[config.mk]
export PLATFORM = sky130hd
export DESIGN_NAME = alu_issue_ctrl
export DESIGN_NICKNAME = d
export VERILOG_FILES = /design/src/rtl/alu_issue_ctrl.sv
export SDC_FILE = /design/constraint.sdc
export NUM_CORES = 1
export LEC_CHECK = 0
export CAP_MARGIN = 40
export CORE_MARGIN = 2
export CORE_UTILIZATION = 58
export CTS_CLUSTER_DIAMETER = 150
export CTS_CLUSTER_SIZE = 24
export DETAILED_ROUTE_END_ITERATION = 6
export MAX_ROUTING_LAYER = met4
export PLACE_DENSITY = 0.82
export RECOVER_POWER = 50
export SYNTH_ARGS = -nofsm -noshare
export SYNTH_HDL_FRONTEND = slang
export SYNTH_SLANG_ARGS = --single-unit
[constraint.sdc]
create_clock -name clk -period 3.87 [get_ports clk]
set_clock_uncertainty 0.15 [all_clocks]
set_input_delay 1.161 -clock clk [delete_from_list [all_inputs] [get_ports clk]]
set_output_delay 1.161 -clock clk [all_outputs]
set_load 0.005 [all_outputs]
[src/rtl/alu_issue_ctrl.sv]
// alu_issue_ctrl
//   Issue controller for an external combinational ALU. It holds a small
//   register file, accepts one instruction at a time, and drives registered
//   operands to the ALU. It captures the ALU result one cycle later and
//   writes it back one cycle after that.
//   Each instruction takes three cycles: IDLE (accept), EXEC (capture), WB (write).
//
// Ports
//   clk, rst_n              clock, synchronous active-low reset
//   in_valid/in_ready       instruction handshake
//   in_op                   00 AND, 01 OR, 10 ADD, 11 SUB
//   in_rd/in_rs1/in_rs2     destination and source register indices
//   ld_en/ld_addr/ld_data   direct register load, allowed in any state
//   alu_op/alu_a/alu_b      registered opcode and operands to the ALU
//   alu_o/alu_cout          combinational ALU result and carry-out
//   res_valid               one-cycle write-back pulse
//   res_data/res_cout       captured ALU result and raw carry-out
//   carry_flag              sticky carry of the last ADD/SUB
//   dbg_addr/dbg_data       combinational register-file read port
module alu_issue_ctrl #(
    parameter int DATA_W = 16,
    parameter int AW     = 3
) (
    input  logic              clk,
    input  logic              rst_n,
    input  logic              in_valid,
    output logic              in_ready,
    input  logic [1:0]        in_op,
    input  logic [AW-1:0]     in_rd,
    input  logic [AW-1:0]     in_rs1,
    input  logic [AW-1:0]     in_rs2,
    input  logic              ld_en,
    input  logic [AW-1:0]     ld_addr,
    input  logic [DATA_W-1:0] ld_data,
    output logic [1:0]        alu_op,
    output logic [DATA_W-1:0] alu_a,
    output logic [DATA_W-1:0] alu_b,
    input  logic [DATA_W-1:0] alu_o,
    input  logic              alu_cout,
    output logic              res_valid,
    output logic [DATA_W-1:0] res_data,
    output logic              res_cout,
    output logic              carry_flag,
    input  logic [AW-1:0]     dbg_addr,
    output logic [DATA_W-1:0] dbg_data
);

    localparam int DEPTH = 1 << AW;

    typedef enum logic [1:0] {IDLE, EXEC, WB} state_t;

    state_t                        state, state_nxt;
    logic [DEPTH-1:0][DATA_W-1:0]  regs;
    logic [AW-1:0]                 rd_q;
    logic                          accept;

    assign accept    = (state == IDLE) && in_valid;
    assign in_ready  = rst_n && (state == IDLE);
    // Gated with rst_n so no pulse appears while reset is asserted in WB.
    assign res_valid = rst_n && (state == WB);
    assign dbg_data  = regs[dbg_addr];

    always_comb begin
        state_nxt = state;
        case (state)
            IDLE:    if (in_valid) state_nxt = EXEC;
            EXEC:    state_nxt = WB;
            WB:      state_nxt = IDLE;
            default: state_nxt = IDLE;
        endcase
    end

    always_ff @(posedge clk) begin
        if (!rst_n) begin
            state <= IDLE;
        end else begin
            state <= state_nxt;
        end
    end

    // Datapath. Operand reads at accept see pre-edge register contents.
    // The WB write is placed after the direct load so it wins on an
    // address collision.
    always_ff @(posedge clk) begin
        if (!rst_n) begin
            regs       <= '0;
            rd_q       <= '0;
            alu_op     <= '0;
            alu_a      <= '0;
            alu_b      <= '0;
            res_data   <= '0;
            res_cout   <= 1'b0;
            carry_flag <= 1'b0;
        end else begin
            if (ld_en)
                regs[ld_addr] <= ld_data;
            if (accept) begin
                rd_q   <= in_rd;
                alu_op <= in_op;
                alu_a  <= regs[in_rs1];
                alu_b  <= regs[in_rs2];
            end
            if (state == EXEC) begin
                res_data <= alu_o;
                res_cout <= alu_cout;
            end
            if (state == WB) begin
                regs[rd_q] <= res_data;
                // Only arithmetic ops (ADD/SUB) update the sticky carry.
                if (alu_op[1])
                    carry_flag <= res_cout;
            end
        end
    end

endmodule

=== Word-level counts from Yosys, hierarchy flattened ===
Cells that the tools add are included.

* Add/sub/neg operators: 0
* Multipliers: 0
* Div/mod/pow operators: 0
* Order comparisons: 7
* Equality and inequality tests: 3
* Shifts and indexed selects: 0
* Multiplexer cells: 17
* Bitwise logic cells: 0
* Reductions and logical operators: 7

{| class="wikitable"
|+ Operators by type and width
! operator !! number
|-
| two-way mux 128 bit || 3
|-
| bitwise mux 128 bit || 2
|-
| binary-select mux 16 bit (select 3 bit) || 3
|-
| demux 16 bit (select 3 bit) || 2
|-
| two-way mux 16 bit || 5
|-
| < comparator 3 x 4 -> 1 bit, second input constant || 5
|-
| >= comparator 3 x 1 -> 1 bit, second input constant || 2
|-
| logical AND 1 bit || 5
|-
| case mux 2 bit (2 select lines) || 1
|-
| == test 2 x 1 -> 1 bit, second input constant || 1
|-
| == test 2 bit, second input constant || 1
|-
| zero test 2 bit || 1
|-
| two-way mux 2 bit || 1
|-
| != test 2 bit, second input constant || 1
|-
| AND reduction 2 bit || 1
|}

* Flip-flop bits (word level): 185
* Latch bits: 0
* RAM bits: 0
* ROM bits: 0
* Output and inout port bits: 70
* Word-level logic and storage cells: 50
* Memories kept: 0

=== Longest topological paths before layout ===
* Depth in word-level cells: 9
* Mapped depth: 7

=== Worst setup path before layout ===
OpenSTA, ideal clock, no wires.

* Path kind: input port to output port
* From: input dbg_addr[0]
* To: output dbg_data[0]
* Data arrival time: 2.273 ns
* Setup slack: 0.286 ns
* Cell stages on the path: 4
* Path through: buf_2 > buf_6 > mux4_2 > mux2_2

* Word-level cells in the longest chain between the ends: 2

{| class="wikitable"
|+ RTL lines
! element !! line !! source
|-
| start, declared || 44 || <nowiki>input logic [AW-1:0] dbg_addr,</nowiki>
|-
| binary-select mux 16 bit (select 3 bit) || 61 || <nowiki>assign dbg_data = regs[dbg_addr];</nowiki>
|-
| two-way mux 16 bit (not written as such) || 61 ||
|-
| end, declared || 45 || <nowiki>output logic [DATA_W-1:0] dbg_data</nowiki>
|}

No other way between the ends. The select of a mux whose other input is x is not followed.

=== Worst setup path in the final report ===
* From: input dbg_addr[0]
* To: output dbg_data[13]

Same word-level chain as after synthesis.

==> metrics.md <==
| Metric | Value |
|---|---|
| DRC viols | 0 |
| Power per cell area | ~340 nW/um^2 |
| Hold wc startpoint | res_cout |
| Met3 usage in global routing | 0.0530 |
| I/O Pins | around 120 |
| GRT Residual Overflow | 0 |
| Hold Vio Cnt, Final | 0 |
| Drt first-iter violations | around 1,300 |
| TritonCTS Buffers | 17 |
| # rows | 51 |
| Final setup TNS | 0 ns |
| Count of cell types in the netlist | 34 |
| Pint | 3.29 mW |
| Worst Path Class, Setup | input pin to output port |
| Crit Path Max Fanout | 5 |
| R2R Path Start | state[1] |
| Slew Viols, Final | 182 |
| Hpwl dp | 20.4 mm |
| Layout cells sized above 1 | 0.175 |
| R2R depth | 4 |
| Worst setup SP type | input pin |
| Period utilisation layout | 0.999 |
| Number of max-cap violations | 1 |
| Die Height | 144 um |
| H-tree levels | 4 |
| EDFF count, synth | 0 |
| R2R Setup Slk | 1.36 ns |
| P_leak | 7.04 nW |
| Drt pass-1 iters | 5 |
| Sw Pwr | 1.26 mW |
| Outcome | finished, violations left |
| Clock Latency Late Sink | 0.45 ns |
| PortBufs | roughly 120 |
| Root Driver | clkbuf_16 |
| Post-synth top area share | 0.328 |
| Initial Util | 0.587 |
| Comb pwr share | 0.163 |
| Post-synthesis sequential area ratio | 0.328 |
| CTS tree | yes |
| Vias in the first global route | between 8,000 and 9,000 |
| Initial antenna violation count | 1 |
| Global placement routability congestion | around 0.95 |
| DIE WIDTH | 144 um |
| Sequential cell fraction of total power | 0.458 |
| Vias per cell | around 6.7 |
| GRT Max-Usage Layer | met2 |
| Cts-stage hold buffer count | 0 |
| Worst vdd ir | roughly 0.00035 V |
| Slew @ Worst Pin | 2.00 ns |
| Fraction of registers with async set/reset | 0 |
| Met1 Use GR | 0.456 |
| CTS sink cnt | around 190 |
| Largest cells by area after synthesis | dfxtp_1 33%, mux2i_1 18%, o211a_1 11% |
| Failing checks | max-capacitance violations, max-slew violations |
| Synth Register Bits | 185 |
| Syn. warnings | 0 |
| Worst Path Required | 2.56 ns |
| GRT Overall Usage | 0.341 |
| Filler instances | around 1,500 |
| Mapped Area | 11,300 um^2 |
| Net Count, Synth | 1,166 |
| Per-cell routed wire length | 23.8 um |
| Reg2reg end | alu_a[11] |
| Core area | between 15,000 and 20,000 um^2 |
| Area growth syn-to-layout | 16.5% |
| M2 GR Usage | 0.512 |
| DP Cell Count | 1,396 |
| Vias | approximately 10,000 |
| Setup violators final | 0 |
| Full die area | 20,600 um^2 |
| Area leader, netlist | dfxtp_1 |
| Clock power share | 0.379 |
| Final Power | 4.54 mW |
| Hold EP | res_cout |
| Post-DRT Antenna Nets | 0 |
| Tmin final | 3.87 ns |
| Clk buf depth | 2 |
| Dominant synthesized flop cell | dfxtp_1 |
| First-pass GRT wire length | between 50 and 60 mm |
| Clock slew at reported path FFs | 0.07 ns |
| Arr. time, crit path | between 2 and 3 ns |
| Worst hold stages | 2 |
| Syn Inst Count | 1,112 |
| Min-delay worst type | register to register |
| Slew Limit Headroom | -0.331 |
| Post-Route WL | roughly 34 mm |
| Syn_area_per_cell | 10.2 um^2 |
| Largest net degree at the start of global routing | 182 |
| Fmax | roughly 260 MHz |
| Final #Nets | ~1,200 |
| Fin cells | 1,447 |
| Switching Fraction | 0.276 |
| Crit. End Element | output port |
[power groups by stage]
stage | sequential, mW | clock (mW) | combinational [mW]
after global placement | 2.12 | 0 | 0.695
after floorplan | 2.08 | 0 | 0.476
after global routing | 2.09 | 1.81 | 0.788
final | 2.08 | 1.72 | 0.743
after detailed placement | 2.12 | 0 | 0.711
after CTS | 2.08 | 1.73 | 0.734
[metrics by stage]
step | area (um^2) | util | setup slack [ns] | hold slack (ns)
detailed placement | 12400 | 0.643 | -0.438 | 0.348
global placement | 12400 | 0.643 | -0.424 | 0.325
floorplan | 11300 | - | 0.286 | 0.322
global route | 13200 | 0.683 | -0.0141 | 0.385
CTS | 13100 | 0.682 | 0.000344 | 0.358
finish | 13200 | 0.684 | 0.00329 | 0.346
[sequential cells by signal, summed over array words and instances (netlist names)]
register,cells
alu_a,16
alu_b,16
alu_op,2
carry_flag,1
rd_q,3
regs,128
res_cout,1
res_data,16
state,2
[cells in the final DEF, fill, tap and decap left out, drive strengths merged]
master,n
nand2,170
nor4b,1
clkdlybuf4s50,64
o211a,128
clkinvlp,2
o22ai,26
nand4,3
o21ai,32
a22oi,6
dlygate4sd2,9
nand4b,3
inv,4
dlygate4sd3,37
nor2b,10
nor3b,3
buf,55
nor2,3
clkinv,6
and3b,3
bufinv,1
nand2b,3
nand3b,1
clkbuf,23
a21boi,17
and2,2
and4bb,3
a221o,26
dfxtp,185
a21oi,32
diode,2
mux2,80
mux4,32
clkdlybuf4s15,6
o221ai,6
mux2i,198
[worst max-delay path by stage]
stage | start | end | slack [ns] | cells after the start
floorplan | dbg_addr[0] | dbg_data[0] | 0.29 | 4
global placement | dbg_addr[1] | dbg_data[5] | -0.42 | 5
detailed placement | dbg_addr[1] | dbg_data[5] | -0.44 | 5
CTS | dbg_addr[0] | dbg_data[6] | 0.0003 | 6
global route | dbg_addr[0] | dbg_data[13] | -0.01 | 6
finish | dbg_addr[0] | dbg_data[13] | 0.003 | 6
[final cells by class]
cell class	count	area [um^2]	area share
multi-input combinational	788	6780	0.515
antenna	2	5.00	0.000380
sequential	185	3700	0.281
timing repair buffer	175	1780	0.135
clock buffer	19	453	0.0344
clock inverter	13	118	0.00893
tap	265	332	0.0252
[Yosys cell counts, types with 2 or more instances]
library cell	number
mux2i_1	198
dfxtp_1	185
nand2_1	170
o211a_1	128
mux2_2	80
clkbuf_1	55
a21oi_1	32
mux4_2	32
o21ai_0	32
buf_2	31
a221o_1	26
o22ai_1	26
buf_1	19
a21boi_0	17
buf_6	16
nor2b_1	10
buf_4	8
a22oi_1	6
o221ai_1	6
buf_12	5
buf_8	4
and3b_1	3
and4bb_2	3
nand2b_1	3
nand4b_1	3
nor2_1	3
and2_1	2
nand4_1	2
nor3b_1	2
[worst max-delay path, cell delays in order]
cell and delay, ns:
buf_12 0.12, buf_16 0.13, buf_12 0.10, mux4_2 0.48, mux2_2 0.30, dlygate4sd2_1 0.27
[metal layers]
layer / part of all wire / wire, um / up-vias
met4: 0.043 / 1470 / 0
met5: 0 / 0 / -
li1: - / - / 4275
met2: 0.45 / 15300 / 669
met3: 0.099 / 3390 / 134
met1: 0.41 / 14200 / 4653
[cell families (layout without fill, tap and decap cells)]
group	count (synthesis)	after routing	share of synthesized area
AOI/OAI and AO/OA	273	273	0.199
buffers and inverters	139	207	0.0742
DFF	185	185	0.328
muxes	310	310	0.319
other	0	2	0
and+or+nand+nor	205	205	0.0804
[what timing repair did]
item	CTS	global route
setup buffers	12	3
hold endpoints to repair	0	0
endpoints found under the setup margin	16	6
gates resized for setup	40	11
cloned	2	0
Power figures use the tool's default switching activity.
